<file path="src/rtl/alu_issue_ctrl.sv">
// Issues one decoded RV32I ALU instruction per step to an en/valid ALU; shifts run as single-bit steps.
// Latency: non-shift transfer->wb_valid 3 cycles, shift by N 1+2N cycles; one instruction in flight.
// Backpressure: instr_ready only in IDLE; wb held until wb_ready. Define ALU_ISSUE_MULDIV_EN for MUL/DIV/REM.
module alu_issue_ctrl #(
    parameter int WIDTH = 32,
    parameter int OPW   = 5
) (
    input  logic             clk,
    input  logic             rst,
    input  logic             instr_valid,
    output logic             instr_ready,
    input  logic [31:0]      instr,
    input  logic [WIDTH-1:0] rs1_data,
    input  logic [WIDTH-1:0] rs2_data,
    output logic             alu_en,
    output logic [WIDTH-1:0] alu_port_A,
    output logic [WIDTH-1:0] alu_port_B,
    output logic [OPW-1:0]   alu_operation,
    input  logic [WIDTH-1:0] alu_data_out,
    input  logic             alu_valid,
    output logic             wb_valid,
    input  logic             wb_ready,
    output logic [4:0]       wb_rd,
    output logic [WIDTH-1:0] wb_data,
    output logic             illegal
);
    localparam logic [1:0] S_IDLE  = 2'd0;
    localparam logic [1:0] S_ISSUE = 2'd1;
    localparam logic [1:0] S_WAIT  = 2'd2;
    localparam logic [1:0] S_WB    = 2'd3;

    localparam logic [OPW-1:0] OP_ADD = OPW'(5'b00001);
    localparam logic [OPW-1:0] OP_SUB = OPW'(5'b00011);
    localparam logic [OPW-1:0] OP_SLL = OPW'(5'b01110);
    localparam logic [OPW-1:0] OP_XOR = OPW'(5'b01101);
    localparam logic [OPW-1:0] OP_SRL = OPW'(5'b01111);
    localparam logic [OPW-1:0] OP_SRA = OPW'(5'b10000);
    localparam logic [OPW-1:0] OP_OR  = OPW'(5'b01100);
    localparam logic [OPW-1:0] OP_AND = OPW'(5'b01010);
`ifdef ALU_ISSUE_MULDIV_EN
    localparam logic [OPW-1:0] OP_MUL = OPW'(5'b00100);
    localparam logic [OPW-1:0] OP_DIV = OPW'(5'b01000);
    localparam logic [OPW-1:0] OP_REM = OPW'(5'b01001);
`endif

    logic [1:0]       state;
    logic [4:0]       count;
    logic             is_shift;

    logic [6:0]       opcode;
    logic [2:0]       f3;
    logic [6:0]       f7;
    logic             dec_ill;
    logic             dec_shift;
    logic             dec_imm;
    logic [OPW-1:0]   dec_op;
    logic [4:0]       dec_shamt;
    logic [WIDTH-1:0] imm_sx;
    logic             unused_rs1_field;

    assign opcode           = instr[6:0];
    assign f3               = instr[14:12];
    assign f7               = instr[31:25];
    assign imm_sx           = {{(WIDTH-12){instr[31]}}, instr[31:20]};
    assign unused_rs1_field = ^instr[19:15];

    assign instr_ready = (state == S_IDLE) && !rst;
    assign alu_en      = (state == S_ISSUE);
    assign wb_valid    = (state == S_WB);

    always_comb begin
        dec_ill   = 1'b1;
        dec_shift = 1'b0;
        dec_imm   = 1'b0;
        dec_op    = '0;
        dec_shamt = rs2_data[4:0];
        if (opcode == 7'b0110011) begin
            case (f7)
                7'b0000000: begin
                    dec_ill = 1'b0;
                    case (f3)
                        3'b000:  dec_op = OP_ADD;
                        3'b001:  begin dec_op = OP_SLL; dec_shift = 1'b1; end
                        3'b100:  dec_op = OP_XOR;
                        3'b101:  begin dec_op = OP_SRL; dec_shift = 1'b1; end
                        3'b110:  dec_op = OP_OR;
                        3'b111:  dec_op = OP_AND;
                        default: dec_ill = 1'b1;
                    endcase
                end
                7'b0100000: begin
                    if (f3 == 3'b000) begin
                        dec_ill = 1'b0;
                        dec_op  = OP_SUB;
                    end else if (f3 == 3'b101) begin
                        dec_ill   = 1'b0;
                        dec_op    = OP_SRA;
                        dec_shift = 1'b1;
                    end
                end
`ifdef ALU_ISSUE_MULDIV_EN
                7'b0000001: begin
                    dec_ill = 1'b0;
                    case (f3)
                        3'b000:  dec_op = OP_MUL;
                        3'b100:  dec_op = OP_DIV;
                        3'b110:  dec_op = OP_REM;
                        default: dec_ill = 1'b1;
                    endcase
                end
`endif
                default: dec_ill = 1'b1;
            endcase
        end else if (opcode == 7'b0010011) begin
            dec_imm   = 1'b1;
            dec_shamt = instr[24:20];
            dec_ill   = 1'b0;
            case (f3)
                3'b000: dec_op = OP_ADD;
                3'b100: dec_op = OP_XOR;
                3'b110: dec_op = OP_OR;
                3'b111: dec_op = OP_AND;
                3'b001: begin
                    dec_op    = OP_SLL;
                    dec_shift = 1'b1;
                    dec_ill   = (f7 != 7'b0000000);
                end
                3'b101: begin
                    dec_op    = (f7 == 7'b0100000) ? OP_SRA : OP_SRL;
                    dec_shift = 1'b1;
                    dec_ill   = (f7 != 7'b0000000) && (f7 != 7'b0100000);
                end
                default: dec_ill = 1'b1;
            endcase
        end
    end

    always_ff @(posedge clk) begin
        if (rst) begin
            state         <= S_IDLE;
            count         <= '0;
            is_shift      <= 1'b0;
            alu_port_A    <= '0;
            alu_port_B    <= '0;
            alu_operation <= '0;
            wb_rd         <= '0;
            wb_data       <= '0;
            illegal       <= 1'b0;
        end else begin
            illegal <= 1'b0;
            case (state)
                S_IDLE: begin
                    if (instr_valid) begin
                        wb_rd <= instr[11:7];
                        if (dec_ill) begin
                            illegal <= 1'b1;
                        end else if (dec_shift && dec_shamt == 5'd0) begin
                            wb_data <= rs1_data;
                            state   <= S_WB;
                        end else begin
                            // Shifts are issued as repeated shift-by-one steps.
                            alu_port_A    <= rs1_data;
                            alu_port_B    <= dec_shift ? WIDTH'(1) : (dec_imm ? imm_sx : rs2_data);
                            alu_operation <= dec_op;
                            count         <= dec_shamt;
                            is_shift      <= dec_shift;
                            state         <= S_ISSUE;
                        end
                    end
                end
                S_ISSUE: state <= S_WAIT;
                S_WAIT: begin
                    if (alu_valid) begin
                        wb_data <= alu_data_out;
                        if (is_shift && count != 5'd1) begin
                            alu_port_A <= alu_data_out;
                            count      <= count - 5'd1;
                            state      <= S_ISSUE;
                        end else begin
                            state <= S_WB;
                        end
                    end
                end
                default: begin
                    if (wb_ready) state <= S_IDLE;
                end
            endcase
        end
    end
endmodule
</file>
<file path="config.mk">
export PLATFORM = sky130hd
export DESIGN_NAME = alu_issue_ctrl
export DESIGN_NICKNAME = d
export VERILOG_FILES = /design/src/rtl/alu_issue_ctrl.sv
export SDC_FILE = /design/constraint.sdc
export NUM_CORES = 1
export LEC_CHECK = 0
export ABC_CLOCK_PERIOD_IN_PS = 2800
export CAP_MARGIN = 15
export CORE_ASPECT_RATIO = 0.7
export CORE_MARGIN = 2
export CORE_UTILIZATION = 42
export DETAILED_ROUTE_END_ITERATION = 12
export PLACE_DENSITY = 0.92
export SYNTH_ARGS = -nofsm -noshare
export SYNTH_HDL_FRONTEND = slang
export SYNTH_SLANG_ARGS = --single-unit
</file>
<file path="constraint.sdc">
create_clock -name clk -period 2.8 [get_ports clk]
set_input_delay 0.28 -clock clk [delete_from_list [all_inputs] [get_ports clk]]
set_output_delay 0.28 -clock clk [all_outputs]
set_load 0.05 [all_outputs]
</file>
==> flow_summary.ini <==
[cells_and_area]
areaGrowthSynthToFinish_pct = 61.33
instances_no_fill = 1008
n_diodes = 0
final_nets = 968
filler_cell_count = 985
fin_area_um2 = 8613
final_layout_size_suffix_gt1_frac = 0.1206
post-route-util = 0.6934

[clocking]
holdBufCountCts = 0
tritoncts = built
cts.repair.resized = 0
cts_max_level = 4
cts_made_buffers = 17
root_buffer = sky130_fd_sc_hd__clkbuf_16
max-clock-path-buffers = 2
worstSkewPairLatency_ns = 0.40
clock-sinks = 115
post-cts-setup-buffer-count = 0
cts.reportedPaths.clkPinSlew_ns = 0.06

[sta]
final_period_demand_of_the_worst_path_ns = 2.525
hold-worst-slack_ns = 0.1736
timing.final.setup_violations = 0
final.period_utilization = 0.9017
timing.clock.skew_ns = 0.009390
fmaxAchievable_mhz = 396.1
worstMarginPinSlew_ns = 1.029
report.final.hold_viol_count = 0
timing.final.max_slew_violations = 0
grt_setup_unrepaired = false
relSlewSlack = 0.3124

[floorplanning]
ioPinCount = 243
coreArea_um2 = 12420
start_util = 0.4298
area_enclosed_by_the_die_boundary_um2 = 13640
die_w_um = 138.8
die_h_um = 98.33
row_count = 34

[routing]
postRouteWirelength_mm = 16.95
vias = 5441
route.detailed.drc = 0
post_drt_wl_per_cell_um = 16.82
postRouteAntennaNets = 0
firstDrtPassIters = 5
detail_route.iter0.violations = 302
vias_per_cell = 5.398

[status]
status = finished, final reports clean

[synth]
syn-cell-area_um2 = 5339
yosysUniqueCellTypes = 47
synth_sequential_area_ratio = 0.4312
post_synth_main_area_contributors = sky130_fd_sc_hd__dfxtp_1 43%, sky130_fd_sc_hd__mux2i_1 9.6%, sky130_fd_sc_hd__a21oi_1 9.4%
synthesis.nets = 733
syn_inst = 598
ys.warnings.count = 0
synth_top_cell_by_area = sky130_fd_sc_hd__dfxtp_1
synth_enable_flop_cells = 0
async_flop_share = 0
syn_area_per_cell_um2 = 8.928
synth_seq_cells = 115
primary_ff_master_synth = sky130_fd_sc_hd__dfxtp_1
post-synth-top-area-fraction = 0.4312

[power_and_ir_drop]
report.power.total_w = 0.004256
power_density_nw_per_um2 = 494.1
net_switching_power_w = 0.0009822
p_seq_frac = 0.388
total_leakage_power_nw = 2.982
switching_power_as_a_share_of_total_power = 0.2308
pwr-share-comb = 0.090
internal_power_w = 0.003273
clock_power_share = 0.523
ir_drop_v = 0.0004598

[setup_path]
ff2ff_path_depth = 8
worst-setup-path-type = primary input to register
worst_ep_required_time_ns = 3.11
crit_path_end_kind = register
worst-path-max-fanout = 37
critical_path.startpoint_type = primary input
worstPathArrival_ns = 2.84

[global_route]
grt.total_usage = 0.2469
pin_count_of_the_biggest_net_entering_global_routing = 60
grt_pass1_wl_mm = 27.31
first_global_vias = 5394
initial_antenna_violation_count = 0
grt_overflow_total = 0

[placed_design]
placement.io_buffers = 237
gp_routability_congestion = 0.8994
place_inst = 976
detailed_place.area_um2 = 8004
detailed_place_hpwl_mm = 12.34

[hold_path]
worstHoldPathType = primary input to register
hold_depth = 2

[job]
cap_viol_max_count = 0
## kinds of logic after synthesis
kind of cell / share of synthesized area
AO/OA/AOI/OAI: 0.2463
AND/OR/NAND/NOR: 0.1577
flip-flops: 0.4312
buffers and inverters: 0.05367
multiplexers: 0.09984
XOR/XNOR: 0.006563
adder cells (fa/ha/maj): 0.004686
## final cells by class
class / instances / area (um2) / area share
clock buffer: 18 / 429.2 / 0.04983
clock inverter: 14 / 180.2 / 0.02092
inverter: 10 / 37.54 / 0.004358
multi-input combinational: 420 / 2789 / 0.3238
sequential: 115 / 2302 / 0.2673
tap: 162 / 202.7 / 0.02353
timing repair buffer: 269 / 2673 / 0.3103
## cells in the mapped netlist, types with 5 or more instances
master	instances
sky130_fd_sc_hd__mux2i_1	51
sky130_fd_sc_hd__a21oi_1	100
sky130_fd_sc_hd__dfxtp_1	115
sky130_fd_sc_hd__a211oi_2	28
sky130_fd_sc_hd__or3_1	32
sky130_fd_sc_hd__nand3_1	6
sky130_fd_sc_hd__nand2_1	51
sky130_fd_sc_hd__nor2_1	51
sky130_fd_sc_hd__inv_1	10
sky130_fd_sc_hd__nor3_1	8
sky130_fd_sc_hd__buf_2	13
sky130_fd_sc_hd__a211oi_1	37
sky130_fd_sc_hd__o21ai_0	5
sky130_fd_sc_hd__clkbuf_1	32
## registers in the layout, indices dropped and copies added (netlist names)
| name | flops |
|---|---|
| alu_port_A | 32 |
| alu_port_B | 32 |
| wb_data | 32 |
| alu_operation | 5 |
| count | 5 |
| wb_rd | 5 |
| state | 2 |
| illegal | 1 |
| is_shift | 1 |
## per-layer routing
metal / up-vias / share of wire / wire length [um] / global-route usage
met3: 40 / 0.066 / 1124 / 0.07209
met4: 0 / 0.026 / 435 / 0.08547
met2: 210 / 0.48 / 8055 / 0.4101
li1: 2639 / - / - / -
met1: 2552 / 0.43 / 7336 / 0.3094
met5: - / 0 / 0 / 0
## cells in the final DEF (no fill, tap or decap), types with 10 or more instances in the layout
| cell type | instances |
|---|---|
| sky130_fd_sc_hd__or3_1 | 32 |
| sky130_fd_sc_hd__a211oi_1 | 37 |
| sky130_fd_sc_hd__clkbuf_16 | 17 |
| sky130_fd_sc_hd__nand2_1 | 51 |
| sky130_fd_sc_hd__buf_4 | 28 |
| sky130_fd_sc_hd__dfxtp_1 | 115 |
| sky130_fd_sc_hd__a211oi_2 | 28 |
| sky130_fd_sc_hd__clkdlybuf4s50_1 | 236 |
| sky130_fd_sc_hd__mux2i_1 | 51 |
| sky130_fd_sc_hd__a21oi_1 | 99 |
| sky130_fd_sc_hd__inv_1 | 10 |
| sky130_fd_sc_hd__nor2_1 | 50 |
## through the flow
stage / TNS (ns) / setup slack [ns]
6_report: 0 / 0.2752
5_1_grt: 0 / 0.09364
4_1_cts: 0 / 0.2972
3_5_place_dp: -3.485 / -0.1120
3_3_place_gp: -1.504 / -0.03798
2_1_floorplan: 0 / 0.5217
## path summary, 6_finish.rpt
path,from,to,slack (ns)
max,instr[28],alu_port_A[19],0.28
min,rst,wb_data[22],0.17
max reg2reg,count[1],alu_port_A[19],0.44
min reg2reg,alu_port_B[16],alu_port_B[16],0.45
## power groups by stage
| stage | logic (W) | registers (W) | clock network, W |
|---|---|---|---|
| 2_1_floorplan | 0.000111 | 0.00171 | 0 |
| 5_1_grt | 0.000407 | 0.00165 | 0.00234 |
| 6_report | 0.000382 | 0.00165 | 0.00222 |
| 3_5_place_dp | 0.000379 | 0.00169 | 0 |
| 3_3_place_gp | 0.000372 | 0.00168 | 0 |
| 4_1_cts | 0.000381 | 0.00165 | 0.00225 |
## worst max-delay path: stages
cell and delay [ns]:
sky130_fd_sc_hd__clkdlybuf4s50_1 0.55, sky130_fd_sc_hd__nor4_4 0.07, sky130_fd_sc_hd__buf_4 0.15, sky130_fd_sc_hd__a31oi_1 0.17
sky130_fd_sc_hd__buf_4 0.15, sky130_fd_sc_hd__nor4_1 0.04, sky130_fd_sc_hd__buf_4 0.16, sky130_fd_sc_hd__a21oi_4 0.80
sky130_fd_sc_hd__a21oi_1 0.20, sky130_fd_sc_hd__a211oi_1 0.26
Power figures use the tool's default switching activity.
